<file path="config.mk">
export PLATFORM = sky130hd
export DESIGN_NAME = pipeline_controller
export DESIGN_NICKNAME = d
export VERILOG_FILES = /design/src/rtl/cpu_types_pkg.sv /design/src/rtl/pipeline_controller_sat_counter.sv /design/src/rtl/pipeline_controller.sv
export SDC_FILE = /design/constraint.sdc
export NUM_CORES = 1
export LEC_CHECK = 0
export BUFFER_PORTS_ARGS = -buffer_cell sky130_fd_sc_hd__buf_4
export CORE_ASPECT_RATIO = 0.75
export CORE_MARGIN = 2
export CORE_UTILIZATION = 40
export CTS_BUF_LIST = sky130_fd_sc_hd__clkbuf_4 sky130_fd_sc_hd__clkbuf_8 sky130_fd_sc_hd__clkbuf_16
export CTS_CLUSTER_DIAMETER = 60
export DETAILED_ROUTE_END_ITERATION = 10
export PLACE_DENSITY = 0.65
export RECOVER_POWER = 100
export SYNTH_ARGS = -nofsm -noshare
export SYNTH_HDL_FRONTEND = slang
export SYNTH_SLANG_ARGS = --single-unit
</file>
<file path="constraint.sdc">
create_clock -name CLK -period 4.2 [get_ports CLK]
set_clock_uncertainty 0.2 [all_clocks]
set_input_delay 0.21 -clock CLK [delete_from_list [all_inputs] [get_ports CLK]]
set_output_delay 0.21 -clock CLK [all_outputs]
set_load 0.005 [all_outputs]
</file>
<file path="src/rtl/cpu_types_pkg.sv">
// Shared types for the pipeline control slice: FSM states, PC source encoding
// and the bundle of per-stage control strobes.
package cpu_types_pkg;

    typedef enum logic [1:0] {RUN, DWAIT, HALT} pipe_state_t;

    typedef enum logic [1:0] {PC_SEQ, PC_JUMP, PC_BRANCH} pc_sel_t;

    typedef struct packed {
        logic    pc_en;
        pc_sel_t pc_sel;
        logic    ifid_en;
        logic    idex_en;
        logic    exmem_en;
        logic    memwb_en;
        logic    ifid_flush;
        logic    idex_flush;
        logic    exmem_flush;
    } pipe_ctrl_t;

    localparam pipe_ctrl_t CTRL_IDLE = '{
        pc_en:       1'b0,
        pc_sel:      PC_SEQ,
        ifid_en:     1'b0,
        idex_en:     1'b0,
        exmem_en:    1'b0,
        memwb_en:    1'b0,
        ifid_flush:  1'b0,
        idex_flush:  1'b0,
        exmem_flush: 1'b0
    };

    // A load in ID/EX whose result the IF/ID instruction reads; r0 never conflicts.
    function automatic logic load_use(input logic       ld,
                                      input logic [4:0] dest,
                                      input logic [4:0] rs,
                                      input logic [4:0] rt);
        return ld && (dest != 5'd0) && ((dest == rs) || (dest == rt));
    endfunction

endpackage

</file>
<file path="src/rtl/pipeline_controller_sat_counter.sv">
// Saturating up-counter with synchronous clear and a freeze input; it holds
// at all-ones instead of wrapping.
module sat_counter #(
    parameter int W = 16
) (
    input  logic         CLK,
    input  logic         RST,
    input  logic         inc,
    input  logic         freeze,
    output logic [W-1:0] count
);

    always_ff @(posedge CLK) begin
        if (RST) begin
            count <= '0;
        end else if (inc && !freeze && (count != {W{1'b1}})) begin
            count <= count + W'(1);
        end
    end

endmodule

</file>
<file path="src/rtl/pipeline_controller.sv">
// Pipeline register sequencer: stage enables/flushes, PC source, halt, and
// saturating debug counters for stall cycles and control-flow flushes.
module pipeline_controller
    import cpu_types_pkg::*;
#(
    parameter int CNT_W = 16
) (
    input  logic             CLK,
    input  logic             RST,
    input  logic             ihit,
    input  logic             dhit,
    input  logic [4:0]       ifid_rs,
    input  logic [4:0]       ifid_rt,
    input  logic             ifid_jump,
    input  logic             idex_dREN,
    input  logic [4:0]       idex_dest,
    input  logic             exmem_dREN,
    input  logic             exmem_dWEN,
    input  logic             exmem_branch_taken,
    input  logic             exmem_halt,
    output logic             pc_en,
    output logic [1:0]       pc_sel,
    output logic             ifid_en,
    output logic             idex_en,
    output logic             exmem_en,
    output logic             memwb_en,
    output logic             ifid_flush,
    output logic             idex_flush,
    output logic             exmem_flush,
    output logic             memwb_old_en,
    output logic             halt,
    output logic [CNT_W-1:0] stall_cnt,
    output logic [CNT_W-1:0] flush_cnt
);

    pipe_state_t state, state_next;
    pipe_ctrl_t  ctrl;
    logic        dmem_req;
    logic        lu_hazard;
    logic        advance;
    logic        flush_evt;
    logic        stall_evt;
    logic        halted;

    assign dmem_req  = exmem_dREN | exmem_dWEN;
    assign lu_hazard = load_use(idex_dREN, idex_dest, ifid_rs, ifid_rt);

    // NOTE: state registers use non-blocking assignments so every flop samples pre-edge values.
    always_ff @(posedge CLK) begin
        if (RST) begin
            state <= RUN;
        end else begin
            state <= state_next;
        end
    end

    always_comb begin
        state_next = state;
        case (state)
            RUN: begin
                if (dmem_req && !dhit) begin
                    state_next = DWAIT;
                end else if (exmem_halt && ctrl.memwb_en) begin
                    state_next = HALT;
                end
            end
            DWAIT: begin
                if (dhit) begin
                    state_next = (exmem_halt && ctrl.memwb_en) ? HALT : RUN;
                end
            end
            HALT:    state_next = HALT;
            default: state_next = RUN;
        endcase
    end

    // The stages move only in RUN without a dcache miss, or on the dhit cycle of DWAIT.
    assign advance = ((state == RUN) && !(dmem_req && !dhit)) ||
                     ((state == DWAIT) && dhit);

    always_comb begin
        // NOTE: every field gets a default before the branches, so no path infers a latch.
        ctrl      = CTRL_IDLE;
        flush_evt = 1'b0;
        if (!RST && advance) begin
            if (exmem_branch_taken) begin
                ctrl.pc_en      = 1'b1;
                ctrl.pc_sel     = PC_BRANCH;
                ctrl.ifid_flush = 1'b1;
                ctrl.idex_flush = 1'b1;
                ctrl.exmem_en   = 1'b1;
                ctrl.memwb_en   = 1'b1;
                flush_evt       = 1'b1;
            end else if (ifid_jump) begin
                ctrl.pc_en      = 1'b1;
                ctrl.pc_sel     = PC_JUMP;
                ctrl.ifid_flush = 1'b1;
                ctrl.idex_en    = 1'b1;
                ctrl.exmem_en   = 1'b1;
                ctrl.memwb_en   = 1'b1;
                flush_evt       = 1'b1;
            end else if (lu_hazard) begin
                ctrl.idex_flush = 1'b1;
                ctrl.exmem_en   = 1'b1;
                ctrl.memwb_en   = 1'b1;
            end else if (!ihit) begin
                ctrl.ifid_flush = 1'b1;
                ctrl.idex_en    = 1'b1;
                ctrl.exmem_en   = 1'b1;
                ctrl.memwb_en   = 1'b1;
            end else begin
                ctrl.pc_en    = 1'b1;
                ctrl.ifid_en  = 1'b1;
                ctrl.idex_en  = 1'b1;
                ctrl.exmem_en = 1'b1;
                ctrl.memwb_en = 1'b1;
            end
        end
    end

    assign pc_en        = ctrl.pc_en;
    assign pc_sel       = ctrl.pc_sel;
    assign ifid_en      = ctrl.ifid_en;
    assign idex_en      = ctrl.idex_en;
    assign exmem_en     = ctrl.exmem_en;
    assign memwb_en     = ctrl.memwb_en;
    assign ifid_flush   = ctrl.ifid_flush;
    assign idex_flush   = ctrl.idex_flush;
    assign exmem_flush  = ctrl.exmem_flush;
    assign memwb_old_en = ctrl.memwb_en;

    assign halted    = (state == HALT);
    assign halt      = halted;
    assign stall_evt = !ctrl.pc_en;

    sat_counter #(.W(CNT_W)) u_stall_cnt (
        .CLK    (CLK),
        .RST    (RST),
        .inc    (stall_evt),
        .freeze (halted),
        .count  (stall_cnt)
    );

    sat_counter #(.W(CNT_W)) u_flush_cnt (
        .CLK    (CLK),
        .RST    (RST),
        .inc    (flush_evt),
        .freeze (halted),
        .count  (flush_cnt)
    );

endmodule

</file>
**After elaboration in Yosys (flattened, before gate mapping)**

Cells that the tools add are included.

- Bits in registers: 34
- Input bits: 25
- Output and inout port bits: 44
- Logic and storage cells: 58

- Add/subtract/negate cells: 2
- Eq/ne operators: 8
- Multiplexer cells: 23
- Bitwise gates (word level): 1
- Reduce and logical (&&, ||, !) cells: 21

Operators with widths:

| kind | count |
|---|---|
| 16-bit by 1-bit adder with 16-bit output, second input constant | 2 |
| 16-bit inequality test, second input constant | 2 |
| 1-bit two-way mux | 12 |
| 2-bit two-way mux | 6 |
| 1-bit logical AND | 11 |
| 5-bit equality test | 2 |
| 9-bit two-way mux | 1 |
| 4-bit two-way mux | 2 |
| 2-bit one-hot mux with 3 select lines | 1 |
| 1-bit zero test | 5 |
| 5-bit nonzero test | 1 |
| 3-bit two-way mux | 1 |
| 3-bit inequality test, second input constant | 1 |
| 2-bit by 1-bit equality test with 1-bit output, second input constant | 1 |
| 2-bit equality test, second input constant | 1 |
| 2-bit zero test | 1 |
| 1-bit logical OR | 2 |
| 2-bit inequality test, second input constant | 1 |
| 2-bit AND reduction | 1 |
| 1-bit bitwise OR | 1 |

**Longest topological paths before layout**

Gate-level depths: netlist of the first run.

- Depth after elaboration: 11
- Gate-level depth with buffers: 8
- Mapped depth without buffers: 7

**Cells and area by module**

Synthesis of the first run repeated with hierarchy kept, for this count alone.

- Cells, all modules: 247
- Area, all modules: 2082.0 um^2

Modules (own cells, without submodules):

| module | times used | cells an instance | area an instance (um^2) | seq. area each (um^2) |
|---|---|---|---|---|
| sat_counter | 2 | 98 | 869.6 | 320.3 |
| pipeline_controller | 1 | 51 | 342.8 | 40.0 |

**Least setup slack after synthesis of the first run**

No wires, ideal clock.

- Path kind: reg2reg
- From: reg state[0]
- To: reg u_stall_cnt.count[4]
- Setup time: 0.121 ns
- Data arrival time: 1.676 ns
- Data required time: 3.879 ns
- Path slack: 2.203 ns
- Stages on the path, launching flop included: 9
- Path buffers: 1
- Period minus slack after synthesis: 1.997 ns
- Path through: dfxtp_1 nor3_2 o21ai_1 inv_1 nand2_1 a22oi_2 buf_6 nor3_1 mux2_4

- Cells in the longest elaborated chain, start to end: 8
- Elaborated cells on any way between the ends: 12
- Classes of those cells: eq/ne (2); mux (1); reduce/logical (9)

RTL lines:

| what | RTL line | RTL |
|---|---|---|
| start: declaration | pipeline_controller.sv:36 | `pipe_state_t state, state_next;` |
| start signal: assignment | pipeline_controller.sv:53 | `state <= state_next;` |
| 2-bit by 1-bit equality test with 1-bit output / 2-bit zero test (equally long branches) | pipeline_controller.sv:79, pipeline_controller.sv:78 |  |
| 1-bit logical AND, on equally long branches | pipeline_controller.sv:79, pipeline_controller.sv:78 |  |
| 1-bit logical OR | pipeline_controller.sv:78 | `assign advance = ((state == RUN) && !(dmem_req && !dhit)) \|\|` |
| 1-bit logical AND | pipeline_controller.sv:85 | `if (!RST && advance) begin` |
| 9-bit two-way mux | pipeline_controller.sv:85 |  |
| 1-bit zero test | pipeline_controller.sv:134 | `assign stall_evt = !ctrl.pc_en;` |
| 1-bit logical AND * (2 in series) | pipeline_controller_sat_counter.sv:16 | `end else if (inc && !freeze && (count != {W{1'b1}})) begin` |
| end signal: assignment | pipeline_controller_sat_counter.sv:17 | `count <= count + W'(1);` |
| end: declaration | pipeline_controller_sat_counter.sv:10 | `output logic [W-1:0] count` |

Mark *: on every way between the ends. The rest lies on a longest branch, timed or not.
A chain may end at the register's enable or synchronous reset.

**Worst setup path after layout of the first run**

- From: in dhit
- To: out pc_en

- Cells in the longest elaborated chain, start to end: 7
- Elaborated cells on any way between the ends: 8
- Classes of those cells: mux (1); reduce/logical (7)

RTL lines:

| what | RTL line | RTL |
|---|---|---|
| start: declaration | pipeline_controller.sv:11 | `input logic dhit,` |
| 1-bit zero test | pipeline_controller.sv:78 |  |
| 1-bit logical AND | pipeline_controller.sv:78 |  |
| 1-bit zero test | pipeline_controller.sv:78 |  |
| 1-bit logical AND | pipeline_controller.sv:78 |  |
| 1-bit logical OR * | pipeline_controller.sv:78 |  |
| 1-bit logical AND * | pipeline_controller.sv:85 |  |
| 9-bit two-way mux * | pipeline_controller.sv:85 |  |
| end: declaration | pipeline_controller.sv:21 | `output logic pc_en,` |

Marked as above.

==> results.yml, run 1 <==
clock_network:
  cts_hold_buf: 1
  cts_tree: "built"
  cts_setup_buffers: 0
  clk_path_buf_depth: 2
  cts_max_level: 2
  clk_root_buffer_cell: "clkbuf_8"
  cts_resized: 0
  clk_latency_ns: 0.29
  cts.clk_slew.worst_paths_ns: 0.07
  clkSinkCount: 34
  numCtsBuffers: 5
worst_setup_path:
  cp_slowest_cell: "a22oi_2"
  crit_path_max_incr_delay_ns: 0.76
  critPathKind: "in2out"
  crit_chain: "dlygate4sd3_1, clkbuf_1, o21ai_0, inv_1, nand2_1, a22oi_2, clkbuf_4"
  crit_fanout: 24
  start_kind: "input pin"
  worst-path-stages: 7
  critPathTopFamily: "buffers and inverters"
  worstPathArrival_ns: 2.50
  reg2reg_depth: 6
  cp_num_buf_inv: 4
  cp.required_ns: 3.79
  end_kind: "primary output"
synth:
  synthCells: 236
  ys_ff_latch: 34
  synth-seq-area-share_pct: 34.63
  synth_ff_type: "dfxtp_1"
  synth_area_mm2: 0.001966
  yosys.area.top_type_share_pct: 34.63
  synthArstFlopShare_pct: 0
  synth_enable_flop_cells: 0
  yosysMostFrequentCell: "dfxtp_1"
  avgSynthCellArea_um2: 8.329
  synthTopCellsByArea: "dfxtp_1, xnor2_1, nor2_1"
  synth_nets: 263
  yosys_warnings: 0
  yosysUniqueCellTypes: 47
  yosys.area.top_type: "dfxtp_1"
  yosys-top-cells-count: "dfxtp_1, nor2_1, nand2_1, xnor2_1, a21oi_1"
floorplan:
  core_mm2: 0.004817
  start_util_pct: 40.81
  die_x_um: 84.95
  num_rows: 22
  io_pins: 69
  dieArea_mm2: 0.005497
  die_h_um: 64.71
drt:
  drtIter0Drc: 128
  vias_per_cell: 5.262
  ant_nets: 0
  wl_per_cell_um: 13.16
  detail_route.wirelength_mm: 4.763
  vias: 1905
  drc: 0
  drt-pass1-iter-count: 4
power:
  power_density_mw_per_mm2: 274.2
  p_sw_share_pct: 25.65
  p_clk_share_pct: 36.9
  pwr-share-seq_pct: 48.1
  power.leakage_nw: 1.029
  pwr-share-comb_pct: 15.0
  ir_drop_uv: 175.6
  power.net_switching_uw: 180.1
  p_int_uw: 521.8
timing:
  hold_violations: 0
  setup_viol: 0
  fmax_mhz: 343.2
  drv_slew: 0
  fin_crit_ns: 2.913
  max_slew_margin_pct: 37.20
  worstMarginPinSlew_ns: 0.9421
  period_share_pct: 69.37
  fin_tns_setup_ns: 0
  rsz0062_at_grt: "no"
grt:
  grt.total_usage_pct: 17.35
  grt_start_max_net_pins: 44
  grt_pass1_vias: 1680
  antenna_found_initial: 0
  grt_overflow: 0
  grt_pass1_wl_mm: 7.762
cells_and_area:
  regArea_um2: 680.7
  fin_nets: 328
  drive_gt1_share_pct: 28.15
  num-fill-cells: 468
  multiInputGateArea_mm2: 0.001185
  n_antenna_cell: 0
  syn2layout_area_growth_pct: 30.24
  final_cell_count_no_fill: 362
place:
  numPlacedInstances: 353
  hpwl_mm: 3.468
  gp_congestion: 0.7810
  io_buffers: 67
worst_hold_path:
  hold_class: "in2reg"
  min_path_cells: 3
status:
  run_status: "completed"
job:
  cap_violations: 0
through the flow:
step	util [%]	setup slack, ns	hold slack, ns	area [um2]	total power [mW]
after CTS	53.79	1.433	0.08158	2591	0.7126
final	53.14	1.287	0.06918	2560	0.7019
after detailed placement	51.61	1.528	0.2285	2486	0.4554
after global routing	53.14	1.079	0.09804	2560	0.7331
after floorplan	-	2.203	0.08866	1966	0.4079
after global placement	51.61	1.587	0.2230	2486	0.4538
worst paths after layout:
kind                            slack [ns]             startpoint                    end
worst max register to register        1.49               state[0]   u_stall_cnt.count[0]
worst min register to register        0.32  u_stall_cnt.count[10]  u_stall_cnt.count[10]
worst min-delay path                  0.07             exmem_dWEN               state[0]
worst max-delay path                  1.29                   dhit                  pc_en
worst register-to-register path: stages (launching register included):
cell and delay, ns:
dfxtp_1 0.34, nor3_2 0.24, o221ai_1 0.31, nor2b_1 0.24, a22oi_2 0.72, nor2_1 0.20
mux2_1 0.35
cells by family after synthesis:
family                   Yosys count  synth area share, %
AO/OA/AOI/OAI                     34                12.03
XOR/XNOR                          22                9.803
adder cells (fa/ha/maj)            2                1.273
buffers and inverters             15                3.883
flip-flops                        34                34.63
multiplexers                       9                5.983
other                              1               0.1908
AND/OR/NAND/NOR                  119                32.21
area by class of cell:
type	instances	area share, %
clock inverter	1	0.1955
timing repair buffer	68	19.75
sequential	34	26.59
clock buffer	7	3.519
multi-input combinational	187	46.29
tap	60	2.933
inverter	5	0.7331
registers in the layout, indices dropped and copies added (netlist names):
register           flops
u_stall_cnt.count     16
u_flush_cnt.count     16
state                  2
cell usage in the layout, fill, tap and decap left out, drive strengths merged, types with 2 or more instances in the layout:
| cell | netlist | layout |
|---|---|---|
| buf | 5 | 28 |
| dfxtp | 34 | 34 |
| o21ai | 8 | 8 |
| and3 | 6 | 6 |
| nor4 | 4 | 4 |
| nand3 | 8 | 8 |
| ha | 2 | 2 |
| nor3 | 11 | 11 |
| a31oi | 2 | 2 |
| mux2i | 2 | 2 |
| nand2 | 21 | 21 |
| o31ai | 2 | 2 |
| or3 | 6 | 6 |
| mux2 | 7 | 7 |
| clkbuf | 5 | 46 |
| a21oi | 12 | 12 |
| nor2b | 9 | 9 |
| xor2 | 7 | 7 |
| or4 | 3 | 3 |
| nand4 | 3 | 3 |
| and4 | 5 | 5 |
| and2 | 3 | 3 |
| nor2 | 31 | 31 |
| inv | 5 | 5 |
| a31o | 2 | 2 |
| xnor2 | 15 | 15 |
| o21a | 2 | 2 |
| nand2b | 4 | 4 |
power groups by stage:
| stage | Clock [mW] | Sequential, mW | Combinational (mW) |
|---|---|---|---|
| floorplan | 0 | 0.344 | 0.0643 |
| global placement | 0 | 0.345 | 0.109 |
| detailed placement | 0 | 0.345 | 0.110 |
| CTS | 0.263 | 0.338 | 0.112 |
| global route | 0.279 | 0.339 | 0.115 |
| finish | 0.259 | 0.337 | 0.105 |
layer usage:
metal	vias to the layer above	share of wire (%)	global-route usage, %
met4	0	1.6	7.540
li1	959	-	-
met5	-	0	0
met1	877	51	23.59
met2	61	41	26.17
met3	8	6.5	4.204
No activity file was read; power rests on OpenSTA's default activity.
==> inputs of run 2 (changes only) <==
--- a/config.mk
+++ b/config.mk
@@ -5,6 +5,7 @@
 export SDC_FILE = /design/constraint.sdc
 export NUM_CORES = 1
 export LEC_CHECK = 0
+export ABC_AREA = 1
 export BUFFER_PORTS_ARGS = -buffer_cell sky130_fd_sc_hd__buf_4
 export CORE_ASPECT_RATIO = 0.75
 export CORE_MARGIN = 2
@@ -12,7 +13,7 @@
 export CTS_BUF_LIST = sky130_fd_sc_hd__clkbuf_4 sky130_fd_sc_hd__clkbuf_8 sky130_fd_sc_hd__clkbuf_16
 export CTS_CLUSTER_DIAMETER = 60
 export DETAILED_ROUTE_END_ITERATION = 10
-export PLACE_DENSITY = 0.65
+export PLACE_DENSITY = 0.63
 export RECOVER_POWER = 100
 export SYNTH_ARGS = -nofsm -noshare
 export SYNTH_HDL_FRONTEND = slang
==> constraint.sdc (replaced) <==
create_clock -name CLK -period 2.9 [get_ports CLK]
set_clock_uncertainty 0.2 [all_clocks]
set_input_delay 0.145 -clock CLK [delete_from_list [all_inputs] [get_ports CLK]]
set_output_delay 0.145 -clock CLK [all_outputs]
set_load 0.005 [all_outputs]
==> run 2 against run 1 <==
Via count up 26%. Critical path depth is 1 higher. First-iteration DRC count fell by 22%. Synthesized cell count is 50% higher. Die area is 19% higher. Sequential share of layout area down 3.5 points. Count of clock-buffer cells in the layout is 1 lower. Flip-flop and latch count unchanged. Area after synthesis increased by 20%. Routed wire length up 24%. Sequential power increased by 46%. Total power rose by 77%. Largest cell class unchanged. Highest routed layer unchanged.
==> results.yml, run 2 <==
clock_network:
  cts_tree: "built"
  cts_max_level: 2
  numCtsBuffers: 5
  clk_path_buf_depth: 2
  clk_root_buffer_cell: "clkbuf_8"
  clkSinkCount: 34
  cts.clk_slew.worst_paths_ns: 0.08
  clk_latency_ns: 0.29
synth:
  synthTopCellsByArea: "dfxtp_1, nand2_1, nor2_1"
  yosysMostFrequentCell: "nand2_1"
  synth-seq-area-share_pct: 28.92
  yosys.area.top_type: "dfxtp_1"
  yosys_warnings: 0
  synthCells: 355
  synthArstFlopShare_pct: 0
  synth_nets: 382
  ys_ff_latch: 34
  yosys.area.top_type_share_pct: 28.92
  synth_area_mm2: 0.002354
  synth_ff_type: "dfxtp_1"
  avgSynthCellArea_um2: 6.630
  yosysUniqueCellTypes: 35
  yosys-top-cells-count: "nand2_1, nor2_1, inv_1, dfxtp_1, a21oi_1"
  synth_enable_flop_cells: 0
floorplan:
  num_rows: 24
  io_pins: 69
  core_mm2: 0.005736
  start_util_pct: 41.03
  die_h_um: 70.43
  dieArea_mm2: 0.006520
  die_x_um: 92.57
drt:
  wl_per_cell_um: 11.93
  detail_route.wirelength_mm: 5.927
  drc: 0
  drt-pass1-iter-count: 4
  vias_per_cell: 4.839
  ant_nets: 0
  vias: 2405
  drtIter0Drc: 100
cells_and_area:
  drive_gt1_share_pct: 22.91
  num-fill-cells: 589
  layout_commonest_cell: "nand2_1"
  utilization_pct: 51.46
  biggestRegsByFlops: "u_flush_cnt.count x16, u_stall_cnt.count x16, state x2"
  regArea_um2: 680.7
  syn2layout_area_growth_pct: 25.41
  final_cell_mix: "nand2_1, nor2_1, inv_1"
  multiInputGateArea_mm2: 0.001335
  final_cell_count_no_fill: 497
  n_antenna_cell: 0
  fin_nets: 445
timing:
  fin_tns_setup_ns: 0
  whs_ns: 0.02348
  setup_viol: 0
  worstMarginPinSlew_ns: 0.5141
  drv_slew: 0
  fmax_mhz: 410.2
  fin_crit_ns: 2.438
  setup_ws_ns: 0.4621
  rsz0062_at_grt: "no"
  period_share_pct: 84.07
  max_slew_margin_pct: 65.69
  hold_violations: 0
grt:
  grt_overflow: 0
  antenna_found_initial: 0
  gr-usage-met3_pct: 4.531
  grt.total_usage_pct: 18.25
  grt_pass1_vias: 2096
  grt_start_max_net_pins: 23
  grt_busiest_layer: "met1"
  met1_usage_pct: 26.89
  grt_pass1_wl_mm: 9.770
  grt_util_met2_pct: 26.76
worst_setup_path:
  critPathKind: "reg2reg"
  worstPathArrival_ns: 2.42
  end_kind: "flop"
  start_kind: "flop"
  cp.required_ns: 2.88
  ff2ff_setup_slack_ns: 0.46
  crit_fanout: 13
place:
  numPlacedInstances: 488
  gp_congestion: 0.8733
  place_ws_ns: 0.7213
  hpwl_mm: 4.489
  io_buffers: 67
power:
  power.leakage_nw: 1.280
  ir_drop_uv: 214.9
  power_density_mw_per_mm2: 420.7
job:
  cap_violations: 0
worst_hold_path:
  hold_class: "in2reg"
status:
  run_status: "completed"
## run 2: final cells by class
cell class | instances | share of cell area (%)
clock buffers | 6 | 2.798
well taps | 78 | 3.306
clock inverters | 2 | 2.035
flip-flops and latches | 34 | 23.06
multi-input cells | 261 | 45.23
inverters | 48 | 6.316
repair buffers | 68 | 17.25
## run 2: worst paths after layout
kind / startpoint / to / cells past startpoint
setup / recovery: u_flush_cnt.count[0] / u_flush_cnt.count[0] / 8
hold / removal: RST / state[0] / 2
setup reg to reg: u_flush_cnt.count[0] / u_flush_cnt.count[0] / 8
hold reg to reg: u_stall_cnt.count[15] / u_stall_cnt.count[15] / 2
## run 2: logic make-up (layout without fill, tap and decap cells)
kind of cell,after synthesis,in the layout,synth area share [%]
AND/OR/NAND/NOR,203,203,42.16
buffers and inverters,60,124,12.17
AO/OA/AOI/OAI,36,36,8.453
flip-flops,34,34,28.92
XOR/XNOR,19,19,7.071
adder cells (fa/ha/maj),2,2,1.063
other,1,1,0.1593
## run 2: metal layers
metal  part of all wire (%)  routed length [um]
met5                      0                   0
met4                   0.64                  38
met1                     52                3061
met3                    8.3                 493
met2                     39                2333
## run 2: repair_timing
| action | CTS | global route |
|---|---|---|
| hold buffers | 1 | 0 |
| endpoints found under the hold margin | 1 | 0 |
| resized for setup | 0 | 0 |
| setup buffers | 0 | 0 |
## run 2: worst max-delay path, cell delays in order, from the launching register on
cell     delay [ns]
dfxtp_1        0.42
ha_1           0.22
nand4_1        0.29
nor3_1         0.45
nand3_2        0.12
nand2_2        0.24
inv_2          0.17
o21ai_0        0.17
a21oi_1        0.05
## run 2: through the flow
stage | power, mW | instance area [um2]
2_1_floorplan | 0.6411 | 2354
3_3_place_gp | 0.7073 | 2858
3_5_place_dp | 0.7082 | 2858
4_1_cts | 1.255 | 3010
5_1_grt | 1.301 | 2952
6_report | 1.242 | 2952
## run 2: where the power goes
| group | total [mW] | internal, mW | leakage [nW] | switching (mW) |
|---|---|---|---|---|
| sequential | 0.491 | 0.478 | 0.275 | 0.0130 |
| clock | 0.550 | 0.367 | 0.0714 | 0.183 |
| combinational | 0.201 | 0.0848 | 0.933 | 0.116 |
